### config.mk
export PLATFORM = sky130hd
export DESIGN_NAME = mipi_rx_depacker_ctrl
export DESIGN_NICKNAME = d
export VERILOG_FILES = /design/src/rtl/mipi_rx_depacker_ctrl.sv
export SDC_FILE = /design/constraint.sdc
export NUM_CORES = 1
export LEC_CHECK = 0
export BUFFER_PORTS_ARGS = -buffer_cell sky130_fd_sc_hd__buf_2
export CAP_MARGIN = 10
export CORE_ASPECT_RATIO = 1.2
export CORE_MARGIN = 3
export CORE_UTILIZATION = 40
export DETAILED_ROUTE_END_ITERATION = 7
export SLEW_MARGIN = 20
export SYNTH_ARGS = -nofsm -noshare
export SYNTH_HDL_FRONTEND = slang
export SYNTH_SLANG_ARGS = --single-unit
### constraint.sdc
create_clock -name clk_i -period 2.6 [get_ports clk_i]
set_clock_uncertainty 0.05 [all_clocks]
set_input_delay 0.26 -clock clk_i [delete_from_list [all_inputs] [get_ports clk_i]]
set_output_delay 0.26 -clock clk_i [all_outputs]
set_load 0.02 [all_outputs]
### src/rtl/mipi_rx_depacker_ctrl.sv
// Purpose : CSI-2 receive line controller; tracks frame/line state from decoded
//           packet headers and forwards image payload words to a raw depacker.
// Latency : 1 cycle from payload_valid_i/payload_i to depacker_valid_o/depacker_data_o;
//           line_done_o follows one cycle after the last depacker_valid_o of a line.
// Backpressure: none on payload; header_ready_o is low while a line is being
//           streamed, skipped or during the inter-line gap.
//
// Ports:
//   clk_i, reset_i           clock, asynchronous active-high reset
//   header_valid_i/ready_o   decoded header handshake, header_dt_i (6b), header_wc_i (16b)
//   payload_valid_i/_i       32-bit (4-lane) payload words, no backpressure
//   depacker_valid_o/data_o  strobe + word to the raw depacker, depacker_type_o = dt[2:0]
//   frame_start_o, frame_end_o, line_done_o   single-cycle event pulses
//   error_o                  sticky protocol error, cleared by frame start from IDLE
//   line_count_o             (only with MIPI_RX_LINE_COUNTER_EN) saturating lines-per-frame count
//
// Optional feature macro: MIPI_RX_LINE_COUNTER_EN adds line_count_o.

`timescale 1ns/1ps

module mipi_rx_depacker_ctrl #(
  parameter int unsigned MIN_GAP = 2  // inter-line idle cycles, 2..15
) (
  input  logic        clk_i,
  input  logic        reset_i,
  input  logic        header_valid_i,
  output logic        header_ready_o,
  input  logic [5:0]  header_dt_i,
  input  logic [15:0] header_wc_i,
  input  logic        payload_valid_i,
  input  logic [31:0] payload_i,
  output logic        depacker_valid_o,
  output logic [31:0] depacker_data_o,
  output logic [2:0]  depacker_type_o,
  output logic        frame_start_o,
  output logic        frame_end_o,
  output logic        line_done_o,
  output logic        error_o
`ifdef MIPI_RX_LINE_COUNTER_EN
  ,
  output logic [15:0] line_count_o
`endif
);

  typedef enum logic [2:0] {
    IDLE  = 3'd0,
    FRAME = 3'd1,
    LINE  = 3'd2,
    SKIP  = 3'd3,
    GAP   = 3'd4
  } state_t;

  localparam logic [5:0] DT_FS    = 6'h00;
  localparam logic [5:0] DT_FE    = 6'h01;
  localparam logic [5:0] DT_RAW10 = 6'h2B;
  localparam logic [5:0] DT_RAW12 = 6'h2C;
  localparam logic [5:0] DT_LONG  = 6'h10;

  // GAP is entered on the edge of the last beat, so the FRAME cycle that
  // precedes the next header acceptance supplies the final low cycle.
  localparam logic [3:0] GAP_LOAD = 4'(MIN_GAP - 1);

  state_t      state_q;
  logic [14:0] remaining_q;
  logic [3:0]  gap_cnt_q;
  logic        last_beat_q;

  // ---------------------------------------------------------------------------
  // Header decode
  // ---------------------------------------------------------------------------
  logic        hdr_accept;
  logic        is_fs;
  logic        is_fe;
  logic        is_raw10;
  logic        is_raw12;
  logic        is_long;
  logic        wc_nonzero;
  logic        wc_misaligned;
  logic [16:0] wc_plus3;
  logic [14:0] hdr_words;

  // Ready is a pure decode of the state flop.
  assign header_ready_o = (state_q == IDLE) || (state_q == FRAME);
  assign hdr_accept     = header_valid_i && header_ready_o;

  always_comb begin
    is_fs         = (header_dt_i == DT_FS);
    is_fe         = (header_dt_i == DT_FE);
    is_raw10      = (header_dt_i == DT_RAW10);
    is_raw12      = (header_dt_i == DT_RAW12);
    is_long       = (header_dt_i >= DT_LONG);
    wc_nonzero    = (header_wc_i != 16'd0);
    // 17-bit sum so wc = 16'hFFFF rounds up to 16384 words without wrapping.
    wc_plus3      = {1'b0, header_wc_i} + 17'd3;
    hdr_words     = wc_plus3[16:2];
    // RAW10 packs 4 pixels per 5 bytes and RAW12 2 pixels per 3 bytes; a line
    // that does not end on a whole 32-bit word group of pixels is malformed.
    wc_misaligned = 1'b0;
    if (is_raw10 && ((header_wc_i % 16'd20) != 16'd0)) begin
      wc_misaligned = 1'b1;
    end
    if (is_raw12 && ((header_wc_i % 16'd12) != 16'd0)) begin
      wc_misaligned = 1'b1;
    end
  end

  // ---------------------------------------------------------------------------
  // Control FSM with registered outputs
  // ---------------------------------------------------------------------------
  always_ff @(posedge clk_i or posedge reset_i) begin
    if (reset_i) begin
      state_q          <= IDLE;
      remaining_q      <= '0;
      gap_cnt_q        <= '0;
      last_beat_q      <= 1'b0;
      depacker_valid_o <= 1'b0;
      depacker_data_o  <= '0;
      depacker_type_o  <= '0;
      frame_start_o    <= 1'b0;
      frame_end_o      <= 1'b0;
      line_done_o      <= 1'b0;
      error_o          <= 1'b0;
    end else begin
      frame_start_o    <= 1'b0;
      frame_end_o      <= 1'b0;
      depacker_valid_o <= 1'b0;
      last_beat_q      <= 1'b0;
      // Delayed one cycle so the pulse lands just after the final data strobe.
      line_done_o      <= last_beat_q;

      case (state_q)
        IDLE: begin
          // Anything other than frame start is accepted and dropped here.
          if (hdr_accept && is_fs) begin
            state_q       <= FRAME;
            frame_start_o <= 1'b1;
            error_o       <= 1'b0;
          end
        end

        FRAME: begin
          if (hdr_accept) begin
            if (is_fe) begin
              state_q     <= IDLE;
              frame_end_o <= 1'b1;
            end else if (is_fs) begin
              // Missing frame end: restart the frame but flag it.
              frame_start_o <= 1'b1;
              error_o       <= 1'b1;
            end else if ((is_raw10 || is_raw12) && wc_nonzero) begin
              state_q         <= LINE;
              remaining_q     <= hdr_words;
              depacker_type_o <= header_dt_i[2:0];
              if (wc_misaligned) begin
                error_o <= 1'b1;
              end
            end else if (is_long && wc_nonzero) begin
              state_q     <= SKIP;
              remaining_q <= hdr_words;
            end
          end
        end

        LINE: begin
          if (payload_valid_i) begin
            depacker_valid_o <= 1'b1;
            depacker_data_o  <= payload_i;
            remaining_q      <= remaining_q - 15'd1;
            if (remaining_q == 15'd1) begin
              state_q     <= GAP;
              gap_cnt_q   <= GAP_LOAD;
              last_beat_q <= 1'b1;
            end
          end else begin
            // Lanes stalled mid-line: abandon the line; the gap that follows
            // lets the depacker flush its partial pixel group.
            error_o   <= 1'b1;
            state_q   <= GAP;
            gap_cnt_q <= GAP_LOAD;
          end
        end

        SKIP: begin
          if (payload_valid_i) begin
            remaining_q <= remaining_q - 15'd1;
            if (remaining_q == 15'd1) begin
              state_q   <= GAP;
              gap_cnt_q <= GAP_LOAD;
            end
          end
        end

        GAP: begin
          if (gap_cnt_q <= 4'd1) begin
            state_q <= FRAME;
          end else begin
            gap_cnt_q <= gap_cnt_q - 4'd1;
          end
        end

        default: begin
          state_q <= IDLE;
        end
      endcase
    end
  end

  // ---------------------------------------------------------------------------
  // Optional lines-per-frame counter
  // ---------------------------------------------------------------------------
`ifdef MIPI_RX_LINE_COUNTER_EN
  logic fs_accept;
  assign fs_accept = hdr_accept && is_fs;

  // Increments on the same edge that raises line_done_o so the count and the
  // pulse are visible together.
  always_ff @(posedge clk_i or posedge reset_i) begin
    if (reset_i) begin
      line_count_o <= '0;
    end else if (fs_accept) begin
      line_count_o <= '0;
    end else if (last_beat_q && (line_count_o != 16'hFFFF)) begin
      line_count_o <= line_count_o + 16'd1;
    end
  end
`endif

endmodule

==> results of run 1 <==
area by class of cell:
cell class | instances | area, um^2 | share of cell area (%)
inverters | 26 | 97.59 | 1.271
multi-input cells | 509 | 3837 | 49.97
repair buffers | 235 | 1662 | 21.64
clock buffers | 9 | 225.2 | 2.933
clock inverters | 7 | 71.32 | 0.9286
well taps | 168 | 210.2 | 2.737
flip-flops and latches | 63 | 1577 | 20.53
where the power goes:
group,switching (uW),leakage [uW],internal [uW]
sequential,291,0.000778,1400
combinational,1680,0.00249,1340
clock,434,0.000150,742
worst max path at each step:
stage	from	end	slack (ns)	cells after the start
after detailed placement	header_wc_i[13]	error_o	-1.27	15
after global placement	header_wc_i[14]	error_o	-1.11	14
after floorplan	header_wc_i[8]	error_o	-0.83	15
after global routing	header_wc_i[11]	error_o	-1.01	17
after CTS	header_wc_i[11]	error_o	-0.72	16
final	header_wc_i[11]	error_o	-0.81	15
state kept, by name, summed over array words and instances, names as in the netlist:
| signal | cells |
|---|---|
| depacker_data_o | 32 |
| frame_start_o | 1 |
| gap_cnt_q | 4 |
| last_beat_q | 1 |
| frame_end_o | 1 |
| line_done_o | 1 |
| error_o | 1 |
| state_q | 3 |
| remaining_q | 15 |
| depacker_valid_o | 1 |
| depacker_type_o | 3 |
what timing repair did:
item,CTS,global route
hold endpoints to repair,0,0
gates resized for setup,41,22
setup endpoints to repair,1,2
cloned,2,1
pin swaps,24,14
setup buffers,7,6
kinds of logic (layout without fill, tap and decap cells):
kind of cell,after synthesis,after routing,share of synthesized area [%]
adders and majority gates,6,6,1.273
and+or+nand+nor,239,239,24.80
xor gates and xnor gates,18,18,3.000
DFF,63,63,28.64
AOI/OAI and AO/OA,199,200,26.68
muxes,46,46,9.409
buffers and inverters,74,277,6.204
critical path: stages:
cell	delay, ns
buf_8	0.11
buf_12	0.13
buf_6	0.12
and4b_2	0.24
nand2b_2	0.24
o32ai_2	0.31
a2111oi_4	0.13
o22a_2	0.32
buf_4	0.16
and2_4	0.15
o22a_4	0.25
or4_4	0.56
nand3_1	0.10
a21oi_1	0.06
o41a_1	0.42
metrics by stage:
stage | setup WS, ns | setup TNS [ns] | instance area (um^2) | util (%) | cells
6_report | -0.8099 | -0.8099 | 7680 | 57.52 | 1017
5_1_grt | -1.008 | -1.015 | 7680 | 57.52 | 1017
4_1_cts | -0.7216 | -0.7216 | 7505 | 56.20 | 1010
3_5_place_dp | -1.265 | -1.265 | 6952 | 52.06 | 985
3_3_place_gp | -1.109 | -1.109 | 6952 | 52.06 | 985
2_1_floorplan | -0.8256 | -0.8256 | 5513 | - | 645
cell usage in the layout (no fill, tap or decap), types with 10 or more instances in the layout:
master   netlist  final
nand3_1       15     15
mux2_2        36     36
dfrtp_1       63     63
nand2_1       46     45
nand4_1       11     11
nor4_1        12     11
o21ai_0       31     28
xnor2_1       14     14
buf_2         12     94
nor2_1        47     47
o22ai_1       17     13
a21oi_1       36     36
inv_1         26     25
nor3_1        29     26
buf_4          6    124
buf_6          2     10
per-layer routing:
layer  wire [um]  GRT usage [%]  up-vias  part of all wire [%]
met5           0              0        -                     0
met4         475          7.415        0                   2.7
met3         807          2.913       46                   4.6
met2        9188          40.25      215                    52
met1        7046          26.20     2900                    40
li1            -              -     2857                     -
==> impl_metrics.toml, run 1 <==
[run_status]
status = "finished with violations"
violations = "setup timing"

[drt]
dr.pass1.iters = 5
drc = 0
num_vias = 6018
drt-total-wl_um = 17520
ant_nets = 0
wire_per_inst_um = 17.23
viasPerCell = 5.917
drt_iter0_markers = 379

[global_routing]
track_usage_pct = 21.93
grt_max_degree = 35
grt_overflow_total = 0
antenna_found_initial = 0
grt_pass1_wl_um = 28040
grt_pass1_vias = 6023

[sta]
hold_violations = 0
worst_slack_ns = -0.8099
setup_viol = 1
maxSlewViolCount = 0
rsz0062_at_grt = "true"
fmax_ghz = 0.2933
whs_ns = 0.01634
slew_headroom_pct = 49.81
worstMarginPinSlew_ns = 0.7517
finalCriticalPeriod_ns = 3.410
finalCritPeriodShare_pct = 131.1

[run]
max_cap_violations = 0

[logic_synthesis]
avgSynthCellArea_um2 = 8.535
postSynthCellCount = 645
synthArstFlopShare_pct = 100.0
synth_cell_types = 101
yosysWarnings = 0
mappedNetlistArea_um2 = 5505
synth-main-ff-cell = "dfrtp_1"
synthTopCellsByCount = "63 x dfrtp_1, 47 x nor2_1, 46 x nand2_1"
yosysSeqAreaShare_pct = 28.64
synth.largest_area_cell = "dfrtp_1"
synth.net_count = 707
synth-seq-cells = 63
yosysMostFrequentCell = "dfrtp_1"
synth.top_cell.area_share_pct = 28.64
synth_edf_count = 0
netlist_top_cells_area = "dfrtp_1 29%, mux2_2 7.4%, a21oi_1 3.3%"

[setup_path]
timing.critical_path.to_type = "register"
reg2reg_depth = 8
cp_max_fo = 7
worstPathArrival_ns = 3.56
criticalPathCategory = "in2reg"
r2r_end = "error_o"
crit_required_ns = 2.75
cp-start-kind = "input pin"
r2r_slack_ns = 0.07
reg2reg_from = "state_q[0]"

[place]
io_buffer_count = 98
place_congestion = 0.9006
dp_hpwl_um = 12740

[power_and_ir_drop]
p_leak_uw = 0.003420
power.total_uw = 5885
powerDensity_nw_per_um2 = 766.3
ir_drop_v = 0.0006272

[die]
io_pins = 99
core_um2 = 13350
fp.dieH_um = 134.5
start_util_pct = 41.23
die_w_um = 113.1
rows = 46
die_area_um2 = 15210

[clocking]
cts_buffers = 9
cts.clk_slew.worst_paths_ns = 0.06
holdBufCountCts = 0
clkLatencyLatePin_ns = 0.33
clk_path_buf_depth = 2
clock-sinks = 63
cts_tree = "done"
htreeDepth = 3
root_buffer = "clkbuf_16"

[final_layout]
insertedDiodeCount = 0
area_growth_pct = 39.50
nets = 906
layout-drive-gt1-share_pct = 41.34
nFillCells = 1175

[hold_path]
min_path_type = "in2async"
No activity file was read; power rests on OpenSTA's default activity.
==> inputs of run 2 (changes only) <==
CORE_MARGIN = not set   (was 3)
PLACE_DENSITY = 0.6   (was not set)
SETUP_SLACK_MARGIN = 0.1   (was not set)
==> run 2 against run 1 <==
The run still ends with setup timing left; power down 0.28%; critical path depth stayed put; worst hold slack improved by 0.096 ns; non-clock buffer count down 19; sequential share of layout area grew 0.14 points; final cell count is 2.0% lower; core utilization decreased by 0.16 points; first-iteration DRC count grew 24%; via count is 2.1% lower; sequential cell count unchanged.
==> impl_metrics.toml, run 2 (same netlist as run 1, synthesis figures left out) <==
[sta]
slew_headroom_pct = 64.39
finalCriticalPeriod_ns = 3.352
hold_violations = 0
fmax_ghz = 0.2983
rsz0062_at_grt = "true"
maxSlewViolCount = 0
finalCritPeriodShare_pct = 128.9
worst_slack_ns = -0.7520
whs_ns = 0.1121
setup_viol = 1
worstMarginPinSlew_ns = 0.5207

[drt]
ant_nets = 0
dr_wl_met3_um = 628
viasPerCell = 5.911
wire_per_inst_um = 17.34
top_layer = "met4"
dr.pass1.iters = 5
drc = 0
drt_iter0_markers = 469
drt-met1-wl_um = 7056
wl_met2_um = 9135
drt-total-wl_um = 17290
num_vias = 5893

[final_layout]
layout-drive-gt1-share_pct = 42.34
nets = 886
largest_reg_flops = 32
final_cell_mix = "107 x buf_4, 93 x buf_2, 63 x dfrtp_1, 45 x nor2_1, 44 x nand2_1"
utilization_pct = 57.36
top_register = "depacker_data_o"
reg_top3 = "depacker_data_o (32), remaining_q (15), gap_cnt_q (4)"
area_growth_pct = 38.52
insertedDiodeCount = 0
nFillCells = 1211
finalNonFillerCells = 997
final_common_cell = "buf_4"

[run]
max_cap_violations = 0

[clocking]
clk_path_buf_depth = 2
clock-sinks = 63
htreeDepth = 3
cts_buffers = 9
cts_tree = "done"
cts.clk_slew.worst_paths_ns = 0.05
clkLatencyLatePin_ns = 0.33
root_buffer = "clkbuf_16"

[hold_path]
min_path_type = "in2reg"

[run_status]
violations = "setup timing"
status = "finished with violations"

[setup_path]
timing.critical_path.to_type = "register"
cp-start-kind = "input pin"
cp_max_fo = 8
worstPathArrival_ns = 3.51
crit_required_ns = 2.76
criticalPathCategory = "in2reg"

[global_routing]
grt_max_degree = 64
track_usage_pct = 23.43
antenna_found_initial = 0
grt_pass1_vias = 5646
grt_pass1_wl_um = 26680
grt_overflow_total = 0

[die]
rows = 46
core_um2 = 13300
die_w_um = 109.1
die_area_um2 = 14240
start_util_pct = 41.41
fp.dieH_um = 130.5
io_pins = 99

[place]
place_congestion = 0.9097
dp_hpwl_um = 12600
place_inst = 976
io_buffer_count = 98

[power_and_ir_drop]
p_leak_uw = 0.003326
powerDensity_nw_per_um2 = 769.5
ir_drop_v = 0.0006425
power.total_uw = 5868
run 2: area by class of cell:
class                           instances  area, um^2  area share [%]
Timing Repair Buffer                  216        1483           19.44
Inverter                               26       97.59           1.280
Clock inverter                          6       61.31          0.8039
Sequential cell                        63        1577           20.67
Multi-Input combinational cell        508        3969           52.04
Tap cell                              168       210.2           2.756
Clock buffer                           10       229.0           3.002
run 2: what timing repair did:
item / CTS / global route
hold buffers: 1 / 0
pin swaps: 14 / 28
endpoints found under the setup margin: 1 / 4
gates cloned: 0 / 0
gates resized for setup: 32 / 60
endpoints found under the hold margin: 63 / 0
buffers inserted: 1 / 3
run 2: worst paths after layout:
| check | start | end | slack, ns | cells after the start |
|---|---|---|---|---|
| min in group asynchronous | reset_i | depacker_data_o[23] | 0.49 | 4 |
| max reg2reg | state_q[0] | error_o | 0.07 | 8 |
| max in group asynchronous | reset_i | last_beat_q | 1.73 | 4 |
| min | payload_i[14] | depacker_data_o[14] | 0.11 | 2 |
| max | header_wc_i[11] | error_o | -0.75 | 15 |
| min reg2reg | last_beat_q | line_done_o | 0.31 | 0 |
run 2: where the power goes:
group	internal (uW)	switching, uW	total (uW)
logic	1320	1680	3000
registers	1400	306	1710
clock network	737	421	1160
run 2: critical path, cell delays in order:
cell and delay [ns]:
buf_6 0.11, buf_6 0.12, buf_4 0.14, nand4bb_1 0.12, a31oi_1 0.11, a211o_2 0.41
buf_6 0.16, or4_4 0.56, nand2_4 0.12, buf_4 0.13, o22ai_2 0.10, or4_4 0.55
o22ai_2 0.21, a2111oi_4 0.08, o41a_1 0.32
run 2: metal layers:
| layer | track usage, % | vias up |
|---|---|---|
| li1 | - | 2803 |
| met1 | 28.05 | 2856 |
| met2 | 41.77 | 197 |
| met3 | 2.778 | 37 |
| met4 | 10.49 | 0 |
| met5 | 0 | - |
run 2: per-stage QoR:
step                      setup slack, ns  setup TNS, ns  instance area (um^2)
after floorplan                   -0.8256        -0.8256                  5517
after global placement             -1.192         -1.192                  6849
after detailed placement           -1.263         -1.263                  6849
after CTS                         -0.7810        -0.7810                  7306
after global routing              -0.8420        -0.8420                  7626
final                             -0.7520        -0.7520                  7626
==> inputs of run 3 (changes only) <==
PLACE_DENSITY = 0.57   (was 0.6)
clock period = 4.32 ns   (was 2.6 ns; I/O delays follow)
==> run 3 against run 2 <==
The flow now finishes without violations; final cell count shrank 10%; count of clock-buffer cells in the layout grew 2; routed wire length shrank 13%; power shrank 44%; highest routed layer unchanged; largest power group unchanged.
==> impl_metrics.toml, run 3 (same netlist as run 1, synthesis figures left out) <==
[global_routing]
top_usage_layer = "met2"
gr-usage-met2_pct = 36.92
grt_max_degree = 47
grt_pass1_vias = 5138
gr-usage-met3_pct = 3.522
track_usage_pct = 21.85
grt_overflow_total = 0
antenna_found_initial = 0
met1_usage_pct = 28.38
grt_pass1_wl_um = 25110

[drt]
drc = 0
dr.pass1.iters = 5
ant_nets = 0
wire_per_inst_um = 16.83
drt-total-wl_um = 15050
viasPerCell = 6.001
drt_iter0_markers = 377
num_vias = 5365

[clocking]
postCtsSetupBuffers = 0
clkLatencyLatePin_ns = 0.33
holdBufCountCts = 0
htreeDepth = 3
clock-sinks = 63
cts.clk_slew.worst_paths_ns = 0.05
cts_resized = 0
clk_path_buf_depth = 2
cts_tree = "done"
cts_buffers = 9
root_buffer = "clkbuf_16"

[die]
die_w_um = 109.1
fp.dieH_um = 130.5
die_area_um2 = 14240
rows = 46
io_pins = 99
core_um2 = 13300
start_util_pct = 41.41

[run_status]
status = "finished clean"

[setup_path]
cp_max_fo = 17
crit_path_cell_trace = "buf_2 > buf_4 > xnor2_2 > a311oi_1 > mux2i_1 > nand2_1 > o311ai_2 > o22ai_1 > and2_1 > nor2_1 > nor4_2 > or2_2 > nor4b_2 > a2111oi_2 > o41a_1"
cp-start-kind = "input pin"
slowest_delay_ns = 0.41
crit_required_ns = 4.47
timing.critical_path.to_type = "register"
criticalPathCategory = "in2reg"
worstPathArrival_ns = 4.08
cp_slowest_cell = "a311oi_1"

[sta]
worstMarginPinSlew_ns = 1.009
maxSlewViolCount = 0
fmax_ghz = 0.2545
rsz0062_at_grt = "false"
hold_violations = 0
setup_viol = 0
finalCriticalPeriod_ns = 3.929
slew_headroom_pct = 31.00
final.setup.tns_ns = 0
finalCritPeriodShare_pct = 90.94

[final_layout]
nets = 784
layout-drive-gt1-share_pct = 27.55
top_register = "depacker_data_o"
insertedDiodeCount = 0
reg_top3 = "depacker_data_o (32), remaining_q (15), gap_cnt_q (4)"
final_cell_mix = "96 x buf_2, 63 x dfrtp_1, 47 x nor2_1, 46 x nand2_1"
stdcell_area_um2 = 6401
utilization_pct = 48.15
final_common_cell = "buf_2"
largest_reg_flops = 32
area_growth_pct = 16.27
finalNonFillerCells = 894

[run]
max_cap_violations = 0

[hold_path]
min_path_type = "in2async"

[place]
place_inst = 878
place_congestion = 0.8811
placed_cell_area_um2 = 6080
io_buffer_count = 98
dp_hpwl_um = 11070

[power_and_ir_drop]
power.total_uw = 3277
powerDensity_nw_per_um2 = 512.0
ir_drop_v = 0.0004707
p_leak_uw = 0.002719
[run 3: cell types whose count changed in the layout (fill, tap and decap cells not counted), moves of 4 or more]
cell / delta
buf_6: -8
o22ai_2: -5
o22ai_1: +5
nor3_1: +4
buf_4: -92
buf_12: -4
[run 3: power by group]
group	internal, uW	switching (uW)	leakage (uW)
clock network	473	248	0.000145
registers	845	195	0.000778
logic	626	891	0.00180
[run 3: routing by layer]
| layer | up-vias | part of all wire, % |
|---|---|---|
| met5 | - | 0 |
| met4 | 0 | 1.6 |
| met3 | 20 | 5.0 |
| met2 | 191 | 49 |
| met1 | 2556 | 44 |
| li1 | 2598 | - |
[run 3: final cells by class]
| cell class | instances | area (um^2) |
|---|---|---|
| fillers | 1324 | 6894 |
| multi-input cells | 508 | 3598 |
| clock inverters | 3 | 42.54 |
| well taps | 168 | 210.2 |
| inverters | 26 | 97.59 |
| clock buffers | 12 | 256.5 |
| repair buffers | 114 | 619.3 |
| flip-flops and latches | 63 | 1577 |
[run 3: final timing paths]
path / from / endpoint / slack [ns] / cells past startpoint
max: header_wc_i[11] / error_o / 0.39 / 15
min: reset_i / depacker_data_o[30] / 0.02 / 2
max reg2reg: state_q[0] / error_o / 1.54 / 8
min reg2reg: last_beat_q / line_done_o / 0.30 / 0
max in group asynchronous: reset_i / frame_start_o / 3.27 / 3
min in group clk_i: payload_i[30] / depacker_data_o[30] / 0.28 / 2
[run 3: per-stage QoR]
stage	hold slack [ns]	setup slack, ns
floorplan	0.2812	0.6850
global placement	0.2952	0.2123
detailed placement	0.2910	0.04779
CTS	0.02560	0.3829
global route	0.05299	0.1191
finish	0.02250	0.3912
[run 3: worst max-delay path, delay by kind of cell]
kind / cells / cell delay [ns]
compound gates: 5 / 1.31
xor+xnor: 1 / 0.13
buf+inv: 2 / 0.53
mux: 1 / 0.18
simple gates: 6 / 1.49
